--- src/rtl/sprite_blitter_pkg.sv ---
// Shared definitions for the sprite blitter slice.
// Contents:
//   - sprite geometry and derived counter/address widths
//   - visible screen limits of the 160x120 VGA adapter
//   - 3-bit RGB colour constants, including the transparent key colour
//   - sprite ID constants
//   - blitter FSM state encoding
//   - sprite_pixel(): the built-in 4 x 8x8 bitmap table the sprite ROM serves
package sprite_blitter_pkg;

   localparam int SPRITE_W = 8;
   localparam int SPRITE_H = 8;
   localparam int COL_W    = $clog2(SPRITE_W);
   localparam int ROW_W    = $clog2(SPRITE_H);
   localparam int PIX_W    = ROW_W + COL_W;
   localparam int ID_W     = 2;
   localparam int ROM_AW   = ID_W + PIX_W;

   localparam int SCREEN_W = 160;
   localparam int SCREEN_H = 120;

   // Colours are {R,G,B}.
   typedef logic [2:0] colour_t;
   localparam colour_t BLACK      = 3'b000;
   localparam colour_t BLUE       = 3'b001;
   localparam colour_t GREEN      = 3'b010;
   localparam colour_t BLUE_SKY   = 3'b011;
   localparam colour_t RED        = 3'b100;
   localparam colour_t KEY_COLOUR = 3'b101;
   localparam colour_t YELLOW     = 3'b110;
   localparam colour_t WHITE      = 3'b111;

   localparam logic [ID_W-1:0] SPR_DUCK_UP   = 2'd0;
   localparam logic [ID_W-1:0] SPR_DUCK_DOWN = 2'd1;
   localparam logic [ID_W-1:0] SPR_DUCK_FALL = 2'd2;
   localparam logic [ID_W-1:0] SPR_CROSSHAIR = 2'd3;

   typedef enum logic [1:0] {IDLE, READ, FLUSH, DONE} state_t;

   // Bitmap table indexed by {id,row,col}; KEY_COLOUR marks see-through pixels.
   function automatic colour_t sprite_pixel(input logic [ROM_AW-1:0] addr);
      logic [ID_W-1:0]  id;
      logic [ROW_W-1:0] row;
      logic [COL_W-1:0] col;
      {id, row, col} = addr;
      case (id)
         SPR_DUCK_UP:   return RED;
         SPR_DUCK_DOWN: return (row[0] == col[0]) ? GREEN : KEY_COLOUR;
         SPR_DUCK_FALL: return (col >= row) ? YELLOW : KEY_COLOUR;
         default:       return (row == ROW_W'(3) || col == COL_W'(3)) ? WHITE : KEY_COLOUR;
      endcase
   endfunction

endpackage

--- src/rtl/sprite_blitter_if.sv ---
// Request/pixel bus of the sprite blitter.
//   master: movement/HUD logic side (drives the request, watches busy/done and pixels)
//   slave : the blitter (accepts the request, drives busy/done and the VGA pixel write)
// Signals: start, sprite_id[1:0], x0[7:0], y0[6:0], erase   (request)
//          busy, done                                       (status)
//          x_out[7:0], y_out[6:0], colour_out[2:0], plot   (VGA pixel write)
interface sprite_blitter_if;
   import sprite_blitter_pkg::*;

   logic            start;
   logic [ID_W-1:0] sprite_id;
   logic [7:0]      x0;
   logic [6:0]      y0;
   logic            erase;
   logic            busy;
   logic            done;
   logic [7:0]      x_out;
   logic [6:0]      y_out;
   colour_t         colour_out;
   logic            plot;

   modport master (
      output start, sprite_id, x0, y0, erase,
      input  busy, done, x_out, y_out, colour_out, plot
   );

   modport slave (
      input  start, sprite_id, x0, y0, erase,
      output busy, done, x_out, y_out, colour_out, plot
   );

endinterface

--- src/rtl/sprite_rom.sv ---
// Synchronous sprite bitmap ROM: 4 sprites x 8x8 words x 3 bits, contents from
// the package bitmap table. Registered read data, one cycle of latency.
// Ports:
//   clk  in   clock
//   addr in   {sprite_id, row, col}
//   q    out  pixel colour for the address presented on the previous edge
module sprite_rom
   import sprite_blitter_pkg::*;
(
   input  logic              clk,
   input  logic [ROM_AW-1:0] addr,
   output colour_t           q
);

   // NOTE: ROM read data has no reset; whoever consumes q qualifies it with a
   // separately reset valid bit, which keeps this mappable onto block RAM.
   always_ff @(posedge clk) begin
      q <= sprite_pixel(addr);
   end

endmodule

--- src/rtl/sprite_blitter.sv ---
// Sprite blitter: takes one draw/erase request for an 8x8 sprite and walks the
// bitmap row-major, emitting one registered pixel write per cycle to the VGA port.
// Transparent (key-colour) and off-screen pixels are suppressed without
// changing the 66-cycle request timing.
// Ports:
//   clk     in  clock
//   resetn  in  asynchronous active-low reset
//   bus     slave side of sprite_blitter_if (request, busy/done, pixel write)
module sprite_blitter
   import sprite_blitter_pkg::*;
#(
   parameter int      NUM_SPRITES = 4,
   parameter colour_t BG_COLOUR   = BLACK
) (
   input  logic           clk,
   input  logic           resetn,
   sprite_blitter_if.slave bus
);

   localparam logic [8:0] X_LIM = 9'(SCREEN_W);
   localparam logic [7:0] Y_LIM = 8'(SCREEN_H);

   state_t           state_q, state_d;
   logic             load, advance;

   logic [ID_W-1:0]  id_q;
   logic [7:0]       x0_q;
   logic [6:0]       y0_q;
   logic             erase_q;
   logic             id_ok_q;
   logic [PIX_W-1:0] pix_q;      // {row, col}; col is the fast-moving part

   colour_t          rom_q;
   logic [8:0]       px_q;       // coordinates aligned with rom_q
   logic [7:0]       py_q;
   logic             pv_q;

   logic             busy_q, done_q, plot_q;
   logic [7:0]       x_out_q;
   logic [6:0]       y_out_q;
   colour_t          colour_q;

   // NOTE: every sequential block uses non-blocking assignments so all
   // registers update together from the values present before the edge.
   always_ff @(posedge clk or negedge resetn) begin
      if (!resetn) state_q <= IDLE;
      else         state_q <= state_d;
   end

   // NOTE: every output of this block gets a default first, so no path can
   // leave one unassigned and infer a latch.
   always_comb begin
      state_d = state_q;
      load    = 1'b0;
      advance = 1'b0;
      case (state_q)
         IDLE: begin
            if (bus.start) begin
               load    = 1'b1;
               state_d = READ;
            end
         end
         READ: begin
            advance = 1'b1;
            if (&pix_q) state_d = FLUSH;
         end
         FLUSH:   state_d = DONE;
         DONE:    state_d = IDLE;
         default: state_d = IDLE;
      endcase
   end

   // Request is captured once and held for the whole walk.
   always_ff @(posedge clk or negedge resetn) begin
      if (!resetn) begin
         id_q    <= '0;
         x0_q    <= '0;
         y0_q    <= '0;
         erase_q <= 1'b0;
         id_ok_q <= 1'b0;
         pix_q   <= '0;
      end else if (load) begin
         id_q    <= bus.sprite_id;
         x0_q    <= bus.x0;
         y0_q    <= bus.y0;
         erase_q <= bus.erase;
         id_ok_q <= int'(bus.sprite_id) < NUM_SPRITES;
         pix_q   <= '0;
      end else if (advance) begin
         pix_q   <= pix_q + PIX_W'(1);
      end
   end

   sprite_rom u_rom (
      .clk  (clk),
      .addr ({id_q, pix_q}),
      .q    (rom_q)
   );

   // Coordinates ride alongside the ROM read so both arrive together.
   // Widened by one bit so off-screen positions never wrap back on screen.
   always_ff @(posedge clk or negedge resetn) begin
      if (!resetn) begin
         px_q <= '0;
         py_q <= '0;
         pv_q <= 1'b0;
      end else begin
         px_q <= 9'(x0_q) + 9'(pix_q[COL_W-1:0]);
         py_q <= 8'(y0_q) + 8'(pix_q[PIX_W-1:COL_W]);
         pv_q <= (state_q == READ) && id_ok_q;
      end
   end

   // Output stage. busy/done follow the FSM by one cycle so they line up with
   // the pixel pipeline; pixel fields hold their last value when plot is low.
   always_ff @(posedge clk or negedge resetn) begin
      if (!resetn) begin
         busy_q   <= 1'b0;
         done_q   <= 1'b0;
         plot_q   <= 1'b0;
         x_out_q  <= '0;
         y_out_q  <= '0;
         colour_q <= BLACK;
      end else begin
         busy_q <= (state_q != IDLE);
         done_q <= (state_q == DONE);
         plot_q <= 1'b0;
         if (pv_q && (rom_q != KEY_COLOUR) && (px_q < X_LIM) && (py_q < Y_LIM)) begin
            plot_q   <= 1'b1;
            x_out_q  <= px_q[7:0];
            y_out_q  <= py_q[6:0];
            colour_q <= erase_q ? BG_COLOUR : rom_q;
         end
      end
   end

   assign bus.busy       = busy_q;
   assign bus.done       = done_q;
   assign bus.plot       = plot_q;
   assign bus.x_out      = x_out_q;
   assign bus.y_out      = y_out_q;
   assign bus.colour_out = colour_q;

endmodule

--- src/flat_wrapper.sv ---
// flat-port wrapper written by rule: the top's interface ports become plain ports
module sprite_blitter_flat import sprite_blitter_pkg::*;
#(
   parameter int      NUM_SPRITES = 4,
   parameter colour_t BG_COLOUR   = BLACK
)
  (clk, resetn, bus_start, bus_sprite_id, bus_x0, bus_y0, bus_erase, bus_busy, bus_done, bus_x_out, bus_y_out, bus_colour_out, bus_plot);
  sprite_blitter_if bus_i ();
  input  logic clk;
  input  logic resetn;
  input wire logic [$bits(bus_i.start)-1:0] bus_start;
  input wire logic [$bits(bus_i.sprite_id)-1:0] bus_sprite_id;
  input wire logic [$bits(bus_i.x0)-1:0] bus_x0;
  input wire logic [$bits(bus_i.y0)-1:0] bus_y0;
  input wire logic [$bits(bus_i.erase)-1:0] bus_erase;
  output wire logic [$bits(bus_i.busy)-1:0] bus_busy;
  output wire logic [$bits(bus_i.done)-1:0] bus_done;
  output wire logic [$bits(bus_i.x_out)-1:0] bus_x_out;
  output wire logic [$bits(bus_i.y_out)-1:0] bus_y_out;
  output wire logic [$bits(bus_i.colour_out)-1:0] bus_colour_out;
  output wire logic [$bits(bus_i.plot)-1:0] bus_plot;
  assign bus_i.start = bus_start;
  assign bus_i.sprite_id = bus_sprite_id;
  assign bus_i.x0 = bus_x0;
  assign bus_i.y0 = bus_y0;
  assign bus_i.erase = bus_erase;
  assign bus_busy = bus_i.busy;
  assign bus_done = bus_i.done;
  assign bus_x_out = bus_i.x_out;
  assign bus_y_out = bus_i.y_out;
  assign bus_colour_out = bus_i.colour_out;
  assign bus_plot = bus_i.plot;
  sprite_blitter #(.NUM_SPRITES(NUM_SPRITES), .BG_COLOUR(BG_COLOUR)) u_core (.clk(clk), .resetn(resetn), .bus(bus_i));
endmodule
--- config.mk ---
export PLATFORM = sky130hd
export DESIGN_NAME = sprite_blitter_flat
export DESIGN_NICKNAME = d
export VERILOG_FILES = /design/src/rtl/sprite_blitter_pkg.sv /design/src/rtl/sprite_blitter_if.sv /design/src/rtl/sprite_rom.sv /design/src/rtl/sprite_blitter.sv /design/src/flat_wrapper.sv
export SDC_FILE = /design/constraint.sdc
export NUM_CORES = 1
export LEC_CHECK = 0
export ABC_AREA = 1
export BUFFER_PORTS_ARGS = -buffer_cell sky130_fd_sc_hd__buf_2
export CORE_UTILIZATION = 35
export CTS_CLUSTER_SIZE = 28
export DETAILED_ROUTE_END_ITERATION = 6
export SLEW_MARGIN = 10
export SYNTH_ARGS = -nofsm -noshare
export SYNTH_HDL_FRONTEND = slang
export SYNTH_SLANG_ARGS = --single-unit
export TNS_END_PERCENT = 1
--- constraint.sdc ---
create_clock -name clk -period 1.6 [get_ports clk]
set_input_delay 0.24 -clock clk [delete_from_list [all_inputs] [get_ports clk]]
set_output_delay 0.24 -clock clk [all_outputs]
set_load 0.1 [all_outputs]
==> results of run 1 <==
==> through the flow <==
step           cell area [um2]  utilization  std cells  setup slack (ps)
2_1_floorplan             3209            -        331             47.42
3_3_place_gp              3617       0.4108        485             44.49
3_5_place_dp              3617       0.4108        485            -4.105
4_1_cts                   3822       0.4341        501             53.08
5_1_grt                   3856       0.4379        502            -6.338
6_report                  3856       0.4379        502             93.82
==> worst max-delay path, delay by kind of cell, from the launching register on <==
| family | cells | cell delay, ps |
|---|---|---|
| DFF | 1 | 360 |
| buffers and inverters | 1 | 60 |
| AOI/OAI and AO/OA | 1 | 150 |
| and+or+nand+nor | 2 | 270 |
| adders and majority gates | 2 | 590 |
==> routing by layer <==
| layer | track usage | routed length (um) | vias up |
|---|---|---|---|
| met1 | 0.1699 | 2732 | 1062 |
| met5 | 0 | 0 | - |
| li1 | - | - | 1184 |
| met4 | 0.05944 | 117 | 0 |
| met2 | 0.2422 | 2834 | 51 |
| met3 | 0.04438 | 254 | 12 |
==> worst min path at each step <==
stage | cells after the start | endpoint | slack, ps | start
after floorplan | 0 | u_core.bus.busy | -60 | resetn
after CTS | 3 | u_core.x0_q[3] | 80 | bus_x0[3]
after global placement | 1 | u_core.bus.busy | 190 | resetn
final | 3 | u_core.x0_q[3] | 90 | bus_x0[3]
after detailed placement | 1 | u_core.bus.busy | 200 | resetn
after global routing | 3 | u_core.x0_q[2] | 90 | bus_x0[2]
==> layout make-up <==
cell class	count	area share
Multi-Input combinational cell	222	0.3524
Timing Repair Buffer	55	0.08761
Clock buffer	9	0.03212
Clock inverter	6	0.01687
Sequential cell	69	0.4439
Tap cell	108	0.03504
Inverter	33	0.03212
==> placed cells by master (no fill, tap or decap), types with 2 or more instances in the layout <==
| cell | count |
|---|---|
| o21ai_0 | 10 |
| inv_1 | 27 |
| o21ai_1 | 2 |
| nand2_4 | 9 |
| clkinv_4 | 2 |
| nor2_1 | 12 |
| xor2_1 | 2 |
| nand4_1 | 20 |
| ha_1 | 15 |
| nand3b_1 | 3 |
| a21oi_1 | 4 |
| a211oi_1 | 2 |
| xnor2_1 | 4 |
| or2_2 | 2 |
| nand2_1 | 95 |
| buf_4 | 11 |
| clkbuf_8 | 9 |
| dfrtp_1 | 66 |
| nand2_2 | 11 |
| dfxtp_1 | 3 |
| nand3_1 | 15 |
| clkinv_2 | 2 |
| buf_2 | 41 |
| buf_12 | 2 |
| inv_2 | 6 |
==> state kept, by name (all words and copies together), names as in the netlist <==
| name | cells |
|---|---|
| u_core.px_q | 9 |
| u_core.bus.x_out | 8 |
| u_core.py_q | 8 |
| u_core.x0_q | 8 |
| u_core.bus.y_out | 7 |
| u_core.y0_q | 7 |
| u_core.pix_q | 6 |
| u_core.bus.colour_out | 3 |
| u_core.u_rom.q | 3 |
| u_core.id_q | 2 |
| u_core.state_q | 2 |
| u_core.bus.busy | 1 |
| u_core.bus.done | 1 |
| u_core.bus.plot | 1 |
| u_core.erase_q | 1 |
| u_core.id_ok_q | 1 |
| u_core.pv_q | 1 |
==> cells in the mapped netlist, types with 2 or more instances <==
master and n:
nand4_1 20, nand3_1 16, dfrtp_1 66, o21ai_0 10, ha_1 16, nand2_2 10
nor3_1 2, nand3b_1 3, a211oi_1 2, inv_1 27, buf_2 4, inv_2 6
or2_2 2, xor2_1 2, o21bai_1 2, fa_1 2, clkbuf_1 2, nor2_1 12
xnor2_1 4, nand2_4 9, dfxtp_1 3, a21oi_1 4, o21ai_1 3, nand2_1 96
==> cell families (layout without fill, tap and decap cells) <==
group                      count (synthesis)  in the layout  synth area share
and+or+nand+nor                          176            176            0.2811
DFF                                       69             69            0.5333
buffers and inverters                     40            103           0.05341
AOI/OAI and AO/OA                         22             22           0.04093
adders and majority gates                 18             18           0.07485
xor gates and xnor gates                   6              6           0.01637
==> what timing repair did <==
item	CTS	global route
setup buffers	0	1
endpoints found under the hold margin	16	0
setup endpoints to repair	2	5
hold buffers	1	0
pin swaps	3	1
gates cloned	0	0
resized for setup	2	6
==> summary.txt, run 1 <==
Run status
  • Outcome: finished with violations
  • Failing checks: DRC

STA
  • Final Hold Viols: 0
  • Hold_ws: 88.39 ps
  • Fmax: 663.9 MHz
  • Worst Tran Pin Value: 489.1 ps
  • Tcrit/Tclk final: 0.9414
  • Setup TNS: 0 ps
  • Skew final: 11.12 ps
  • Final min period: 1506 ps
  • Slew margin rel.: 0.6762
  • Endpoints failing setup: 0
  • Final-report max-slew violation count: 0

Floorplanning
  • Starting density of the core: 0.3645
  • Top Ports: 42
  • Die height: 97.76 um
  • Core outline area: 8806 um2
  • Die width: 97.76 um
  • Rows: 34
  • Die ar.: 9556 um2

Flow run
  • Max-cap violations: 0

Worst setup path
  • Critical path data arrival time: 1770 ps
  • Worst Setup SP: u_core.pix_q[0]
  • RR Startpoint: u_core.pix_q[0]
  • Critical path type: flop to flop
  • Crit Path Max Fanout: 3
  • R2R depth: 6
  • Crit path to: u_core.px_q[8]
  • Reg2reg end: u_core.px_q[8]
  • Flop2flop setup slack: 90 ps
  • CP cell instances: ha_2 > inv_1 > fa_2 > o21bai_4 > nand3_2 > nor3_2
  • CP peak stage delay: 410 ps
  • CP startpoint kind: flop
  • Crit path capture type: flop
  • Slowest cell on crit path: fa_2
  • CP required: 1870 ps

Drt
  • Final ANT Viol Nets: 0
  • Average wire per standard cell: 11.83 um
  • Drt drc: 3
  • Pre-Repair DR Iteration Count: 6
  • Drt via density: 4.600
  • Iter 0 DRT Violations: 89
  • Drt total wl: 5.938 mm
  • Vias: 2309

Yosys
  • Area leader, netlist: dfrtp_1
  • Post-synth cell types: 32
  • Post-synthesis register bit count: 69
  • Cell Area, Synth: 3209 um2
  • Top cell type's share of synthesized area: 0.5146
  • Synthesized Nets: 370
  • Cells after Synth: 331
  • Number of flops mapped to enable cells by yosys: 0
  • Top_reg_cell synth: dfrtp_1
  • Area contributors post-synth: dfrtp_1 51%, nand2_1 11%, ha_1 6.2%, nand4_1 3.9%, inv_1 3.2%
  • Ys Warns: 0
  • Syn_area_per_cell: 9.696 um2
  • Async SR Flop Fraction: 0.9565
  • Register area share after synthesis: 0.5333

Place
  • Post-DP HPWL: 4.412 mm
  • Port bufs: 41
  • GPL Wtd Cong: 0.7848

Global route
  • Total GRT Usage: 0.1434
  • First-pass GRT wire length: 10.90 mm
  • Initial antenna violation count: 0
  • Largest net degree at the start of global routing: 51
  • Overflow after GRT: 0
  • Vias in the first global route: 2496

Finish
  • Share of layout cells above drive strength 1: 0.2766
  • Area Overhead vs Synth: 20.16%
  • Area of the multi-input gates: 1359 um2
  • Filler cells: 861
  • Fin nets: 429
  • Sequential cell area: 1712 um2
  • Ant. Diodes: 0

CTS
  • H-Tree Depth: 3
  • Root buffer cell: clkbuf_8
  • Clk buf depth: 2
  • CTS tree: built
  • Worst-Skew Late Latency: 350 ps
  • Clock slew at reported path FFs: 70 ps
  • Clock sinks: 69
  • TritonCTS buffer count: 9

Hold path
  • Hold WC Path Type: input pin to flop
Power of run 1 is not shown: default switching activity piles up to over one toggle a cycle in this logic, so the estimate is an artifact.
==> inputs of run 2 (changes only) <==
--- a/config.mk
+++ b/config.mk
@@ -10,6 +10,8 @@
 export CORE_UTILIZATION = 35
 export CTS_CLUSTER_SIZE = 28
 export DETAILED_ROUTE_END_ITERATION = 6
+export GPL_TIMING_DRIVEN = 0
+export PLACE_DENSITY = 0.54
 export SLEW_MARGIN = 10
 export SYNTH_ARGS = -nofsm -noshare
 export SYNTH_HDL_FRONTEND = slang
==> run 2 against run 1 <==
Effect of this change: the flow still finishes with violations (DRC); critical path depth stayed put; hold slack worse by 5.0 ps; worst setup slack better by 3.5 ps; routed wire length is 0.89% higher; via count is 1.0% lower; final cell count is 0.40% lower; core utilization hardly changed; non-clock buffer count is 3 lower.
==> summary.txt, run 2 (synthesis gave the netlist of run 1 again) <==
Drt
  • Vias: 2286
  • Final ANT Viol Nets: 0
  • Average wire per standard cell: 11.98 um
  • Drt drc: 8
  • Drt total wl: 5.991 mm
  • Drt via density: 4.572
  • Pre-Repair DR Iteration Count: 6
  • Iter 0 DRT Violations: 83

Power and ir drop
  • VDD IR-drop max: 1.025 mV
  • Power Dens Cells: 2317 nW/um2
  • Static Leak: 0.001984 uW

CTS
  • Clk buf depth: 2
  • Worst-Skew Late Latency: 350 ps
  • Root buffer cell: clkbuf_8
  • H-Tree Depth: 3
  • Clock sinks: 69
  • CTS tree: built
  • TritonCTS buffer count: 9
  • Clock slew at reported path FFs: 70 ps

Worst setup path
  • Slowest cell on crit path: dfrtp_2
  • Critical path data arrival time: 1730 ps
  • CP required: 1830 ps
  • CP startpoint kind: flop
  • Crit path capture type: flop
  • CP cell instances: ha_1 > inv_1 > fa_2 > o21ai_2 > nand2_1 > xnor2_1
  • CP peak stage delay: 420 ps
  • Crit Path Max Fanout: 6
  • Critical path type: flop to flop

STA
  • Endpoints failing setup: 0
  • Final WS setup: 97.36 ps
  • Skew final: 8.602 ps
  • Fmax: 665.5 MHz
  • Final-report max-slew violation count: 0
  • Tcrit/Tclk final: 0.9391
  • Worst Tran Pin Value: 485.2 ps
  • Slew margin rel.: 0.6787
  • Unrepaired setup endpoints after global routing: yes
  • Final Hold Viols: 0
  • Hold_ws: 83.40 ps
  • Final min period: 1503 ps

Run status
  • Outcome: finished with violations
  • Failing checks: DRC

Place
  • Post-DP HPWL: 4.466 mm
  • Port bufs: 41
  • Pre-CTS setup slack: -137.2 ps
  • GPL Wtd Cong: 0.8068
  • Placed insts: 481

Finish
  • Max reg flops: 9
  • Most flops, register: u_core.px_q
  • Fin nets: 426
  • Most frequent cells in the layout: 95 x nand2_1, 64 x dfrtp_1, 42 x buf_2
  • Fin util: 0.4378
  • Share of layout cells above drive strength 1: 0.2755
  • Fin cells: 500
  • Ant. Diodes: 0
  • Area Overhead vs Synth: 20.12%
  • Filler cells: 901
  • Commonest non-fill, non-tap cell in the layout: nand2_1

Floorplanning
  • Top Ports: 42
  • Die height: 97.76 um
  • Rows: 34
  • Die ar.: 9556 um2
  • Starting density of the core: 0.3645
  • Die width: 97.76 um
  • Core outline area: 8806 um2

Flow run
  • Max-cap violations: 0

Global route
  • Initial antenna violation count: 0
  • Total GRT Usage: 0.1444
  • Largest net degree at the start of global routing: 45
  • First-pass GRT wire length: 10.76 mm
  • Overflow after GRT: 0
  • Vias in the first global route: 2308

Hold path
  • Hold WC Path Type: input pin to flop
-- run 2: changes by cell type in the layout (fill, tap and decap cells not counted), moves of 2 or more --
cell      delta
dfrtp_1      -2
clkbuf_1     +2
clkbuf_4     +2
buf_4        -8
dfrtp_2      +2
-- run 2: repair_timing --
action	4_1_cts	5_1_grt
gates resized for setup	5	11
setup endpoints to repair	24	26
setup buffers	1	1
hold buffers	1	0
pin swaps	2	2
gates cloned	0	0
endpoints found under the hold margin	22	0
-- run 2: metal layers --
metal / GRT usage / part of all wire
met1: 0.1820 / 0.47
met2: 0.2346 / 0.47
met3: 0.04581 / 0.038
met4: 0.05012 / 0.015
met5: 0 / 0
-- run 2: final timing paths --
check | slack, ps | start | cells after the start | end
min in group asynchronous | 340 | resetn | 2 | u_core.bus.x_out[4]
worst min-delay path | 80 | bus_x0[3] | 3 | u_core.x0_q[3]
worst min register to register | 470 | u_core.bus.x_out[1] | 2 | u_core.bus.x_out[1]
worst max register to register | 100 | u_core.pix_q[3] | 6 | u_core.py_q[4]
max in group asynchronous | 750 | resetn | 3 | u_core.id_q[0]
worst max-delay path | 100 | u_core.pix_q[3] | 6 | u_core.py_q[4]
-- run 2: critical path, delay by kind of cell (launching register included) --
family / cells / cell delay [ps]
AOI/OAI and AO/OA: 1 / 180
xor gates and xnor gates: 1 / 130
adders and majority gates: 2 / 530
buffers and inverters: 1 / 60
DFF: 1 / 420
and+or+nand+nor: 1 / 90
-- run 2: through the flow --
step	TNS, ps	instance area, um2	total power, uW
finish	0	3855	8932
global route	-18.26	3855	9654
CTS	0	3811	8976
detailed placement	-1256	3580	7462
global placement	-2139	3550	7364
floorplan	0	3209	6566
-- run 2: final cells by class --
class / count / area (um2) / area share
Clock buffer: 11 / 141.4 / 0.03668
Inverter: 33 / 126.4 / 0.03278
Buffer: 7 / 53.80 / 0.01396
Clock inverter: 5 / 60.06 / 0.01558
Timing Repair Buffer: 45 / 260.3 / 0.06751
Multi-Input combinational cell: 222 / 1364 / 0.3538
Tap cell: 108 / 135.1 / 0.03505
Sequential cell: 69 / 1714 / 0.4447
-- run 2: where the power goes --
group	leakage [uW]	internal (uW)	switching (uW)
Combinational	0.00104	1210	3210
Clock	0.0000995	765	663
Sequential	0.000848	2510	569
Total	0.00198	4480	4450
No activity file was read; power rests on OpenSTA's default activity.
==> inputs of run 3 (changes only) <==
--- a/config.mk
+++ b/config.mk
@@ -15,5 +15,6 @@
 export SLEW_MARGIN = 10
 export SYNTH_ARGS = -nofsm -noshare
 export SYNTH_HDL_FRONTEND = slang
+export SYNTH_HIERARCHICAL = 1
 export SYNTH_SLANG_ARGS = --single-unit
 export TNS_END_PERCENT = 1
==> run 3 against run 2 <==
Effect of this change: first-iteration DRC count is 2.4% lower; design area is 0.16% lower; largest power group unchanged; fmax is 2.7% lower; die area is 2.1% lower; combinational power is 9.0% lower; the flow now finishes without violations; highest routed layer unchanged; clock power is 32% higher; register-to-register slack worse by 40 ps; core utilization is 0.36 points higher.
==> summary.txt, run 3 <==
Run status
  • Outcome: finished, final reports clean

Power and ir drop
  • Power Dens Cells: 2323 nW/um2
  • VDD IR-drop max: 0.7432 mV
  • Static Leak: 0.002061 uW

Drt
  • Pre-Repair DR Iteration Count: 4
  • Iter 0 DRT Violations: 81
  • Drt total wl: 6.095 mm
  • Final ANT Viol Nets: 0
  • Drt via density: 4.494
  • Drt drc: 0
  • Average wire per standard cell: 11.86 um
  • Vias: 2310

Yosys
  • Register area share after synthesis: 0.5450
  • Post-synth top cells: 127 x nand2_1, 66 x dfrtp_1, 33 x inv_1, 20 x nand4_1
  • Top cell type's share of synthesized area: 0.5259
  • Most frequent cell after synthesis: nand2_1
  • Post-synthesis register bit count: 69
  • Top_reg_cell synth: dfrtp_1
  • Post-synth cell types: 32
  • Area leader, netlist: dfrtp_1
  • Area contributors post-synth: dfrtp_1 53%, nand2_1 15%, ha_1 6.0%, nand4_1 4.0%, inv_1 3.9%
  • Async SR Flop Fraction: 0.9565
  • Synthesized Nets: 383
  • Number of flops mapped to enable cells by yosys: 0
  • Ys Warns: 6
  • Cells after Synth: 345
  • Cell Area, Synth: 3141 um2
  • Syn_area_per_cell: 9.103 um2

CTS
  • H-Tree Depth: 3
  • CTS tree: built
  • Worst-Skew Late Latency: 340 ps
  • Root buffer cell: clkbuf_8
  • Clk buf depth: 2
  • Clock slew at reported path FFs: 80 ps
  • TritonCTS buffer count: 9
  • Clock sinks: 69

Worst setup path
  • CP cell instances: ha_2 > inv_1 > fa_2 > o21ai_4 > nand3_1 > nand2_1 > nand2_1
  • RR Startpoint: u_core/pix_q[0]
  • CP required: 1830 ps
  • Critical path type: flop to flop
  • Crit Path Max Fanout: 6
  • Critical path data arrival time: 1770 ps
  • CP peak stage delay: 420 ps
  • Crit path capture type: flop
  • Most frequent CP cell: nand2_1
  • Worst Setup SP: u_core/pix_q[0]
  • Slowest cell on crit path: dfrtp_2
  • CP startpoint kind: flop

Place
  • GPL Wtd Cong: 0.8354
  • Placed Area: 3511 um2
  • Port bufs: 41
  • Pre-CTS setup slack: -185.6 ps
  • Post-DP HPWL: 4.471 mm

Hold path
  • Hold Startpoint: bus_x0[5]
  • Hold WC Path Type: input pin to flop

Global route
  • First-pass GRT wire length: 10.32 mm
  • Total GRT Usage: 0.1395
  • Largest net degree at the start of global routing: 50
  • Vias in the first global route: 2222
  • Initial antenna violation count: 0
  • Overflow after GRT: 0

Floorplanning
  • Core outline area: 8721 um2
  • Rows: 34
  • Die ar.: 9356 um2
  • Die height: 96.73 um
  • Starting density of the core: 0.3601
  • Die width: 96.73 um
  • Top Ports: 42

Flow run
  • Max-cap violations: 0

STA
  • Tcrit/Tclk final: 0.9654
  • Endpoints failing setup: 0
  • Worst Tran Pin Value: 486.4 ps
  • Final-report max-slew violation count: 0
  • Unrepaired setup endpoints after global routing: yes
  • Final Hold Viols: 0
  • Hold_ws: 94.24 ps
  • Slew margin rel.: 0.6780
  • Fmax: 647.4 MHz
  • Final WS setup: 55.41 ps
  • Final min period: 1545 ps
  • Skew final: 6.112 ps

Finish
  • Design Area, Final: 3849 um2
  • Fin nets: 439
  • Ant. Diodes: 0
  • Area Overhead vs Synth: 22.55%
  • Most frequent cells in the layout: 126 x nand2_1, 64 x dfrtp_1, 42 x buf_2
  • Most flops, register: u_core/px_q
  • Commonest non-fill, non-tap cell in the layout: nand2_1
  • Share of layout cells above drive strength 1: 0.2217
  • Max reg flops: 9
  • Fin util: 0.4413
  • Filler cells: 870
## run 3: logic make-up after synthesis
| logic type | share of synthesized area |
|---|---|
| fa+ha+maj | 0.07251 |
| flops | 0.5450 |
| buf+inv | 0.05896 |
| simple gates | 0.2689 |
| compound gates | 0.03785 |
| xor+xnor | 0.01673 |
## run 3: worst max-delay path, delay by kind of cell, from the launching register on
| family | cells | cell delay (ps) |
|---|---|---|
| simple gates | 3 | 220 |
| buf+inv | 1 | 50 |
| flops | 1 | 420 |
| fa+ha+maj | 2 | 580 |
| compound gates | 1 | 180 |
## run 3: routing by layer
metal,GRT usage,wire length [um],part of all wire,vias to the layer above
met3,0.03107,227,0.037,6
met4,0.05511,54,0.0089,0
met5,0,0,0,-
li1,-,-,-,1209
met2,0.2281,2874,0.47,47
met1,0.1797,2938,0.48,1048
## run 3: cell type report
cell class / count / area [um2] / share of cell area
flip-flops and latches: 69 / 1714 / 0.4454
multi-input cells: 231 / 1276 / 0.3316
repair buffers: 45 / 260.3 / 0.06762
inverters: 37 / 141.4 / 0.03674
clock buffers: 10 / 137.6 / 0.03576
well taps: 108 / 135.1 / 0.03511
clock inverters: 6 / 133.9 / 0.03479
plain buffers: 8 / 50.05 / 0.01300
## run 3: power by group
part / internal (uW) / switching [uW] / leakage [uW] / total [uW]
combinational: 985 / 3030 / 0.00107 / 4020
clock: 1240 / 650 / 0.000136 / 1890
sequential: 2490 / 549 / 0.000852 / 3040
## run 3: final timing paths
check	endpoint	slack, ps	depth (start not counted)
max	u_core/px_q[6]	60	7
min	u_core/x0_q[5]	90	3
max reg2reg	u_core/px_q[6]	60	7
min reg2reg	u_core/bus.x_out[3]	470	2
max in group asynchronous	u_core/pix_q[3]	750	3
min in group asynchronous	u_core/bus.x_out[6]	310	2
## run 3: stage by stage
| step | setup TNS (ps) | power (uW) | cells |
|---|---|---|---|
| 2_1_floorplan | 0 | 6191 | 345 |
| 3_3_place_gp | -2178 | 6972 | 494 |
| 3_5_place_dp | -2676 | 7055 | 495 |
| 4_1_cts | -7.723 | 9020 | 512 |
| 5_1_grt | -25.06 | 9581 | 514 |
| 6_report | 0 | 8941 | 514 |
## run 3: what timing repair did
| item | 4_1_cts | 5_1_grt |
|---|---|---|
| resized for setup | 9 | 6 |
| pin swaps | 2 | 0 |
| hold endpoints to repair | 17 | 0 |
| setup endpoints to repair | 25 | 17 |
| hold buffers | 1 | 0 |
| cloned | 0 | 0 |
| setup buffers | 0 | 2 |
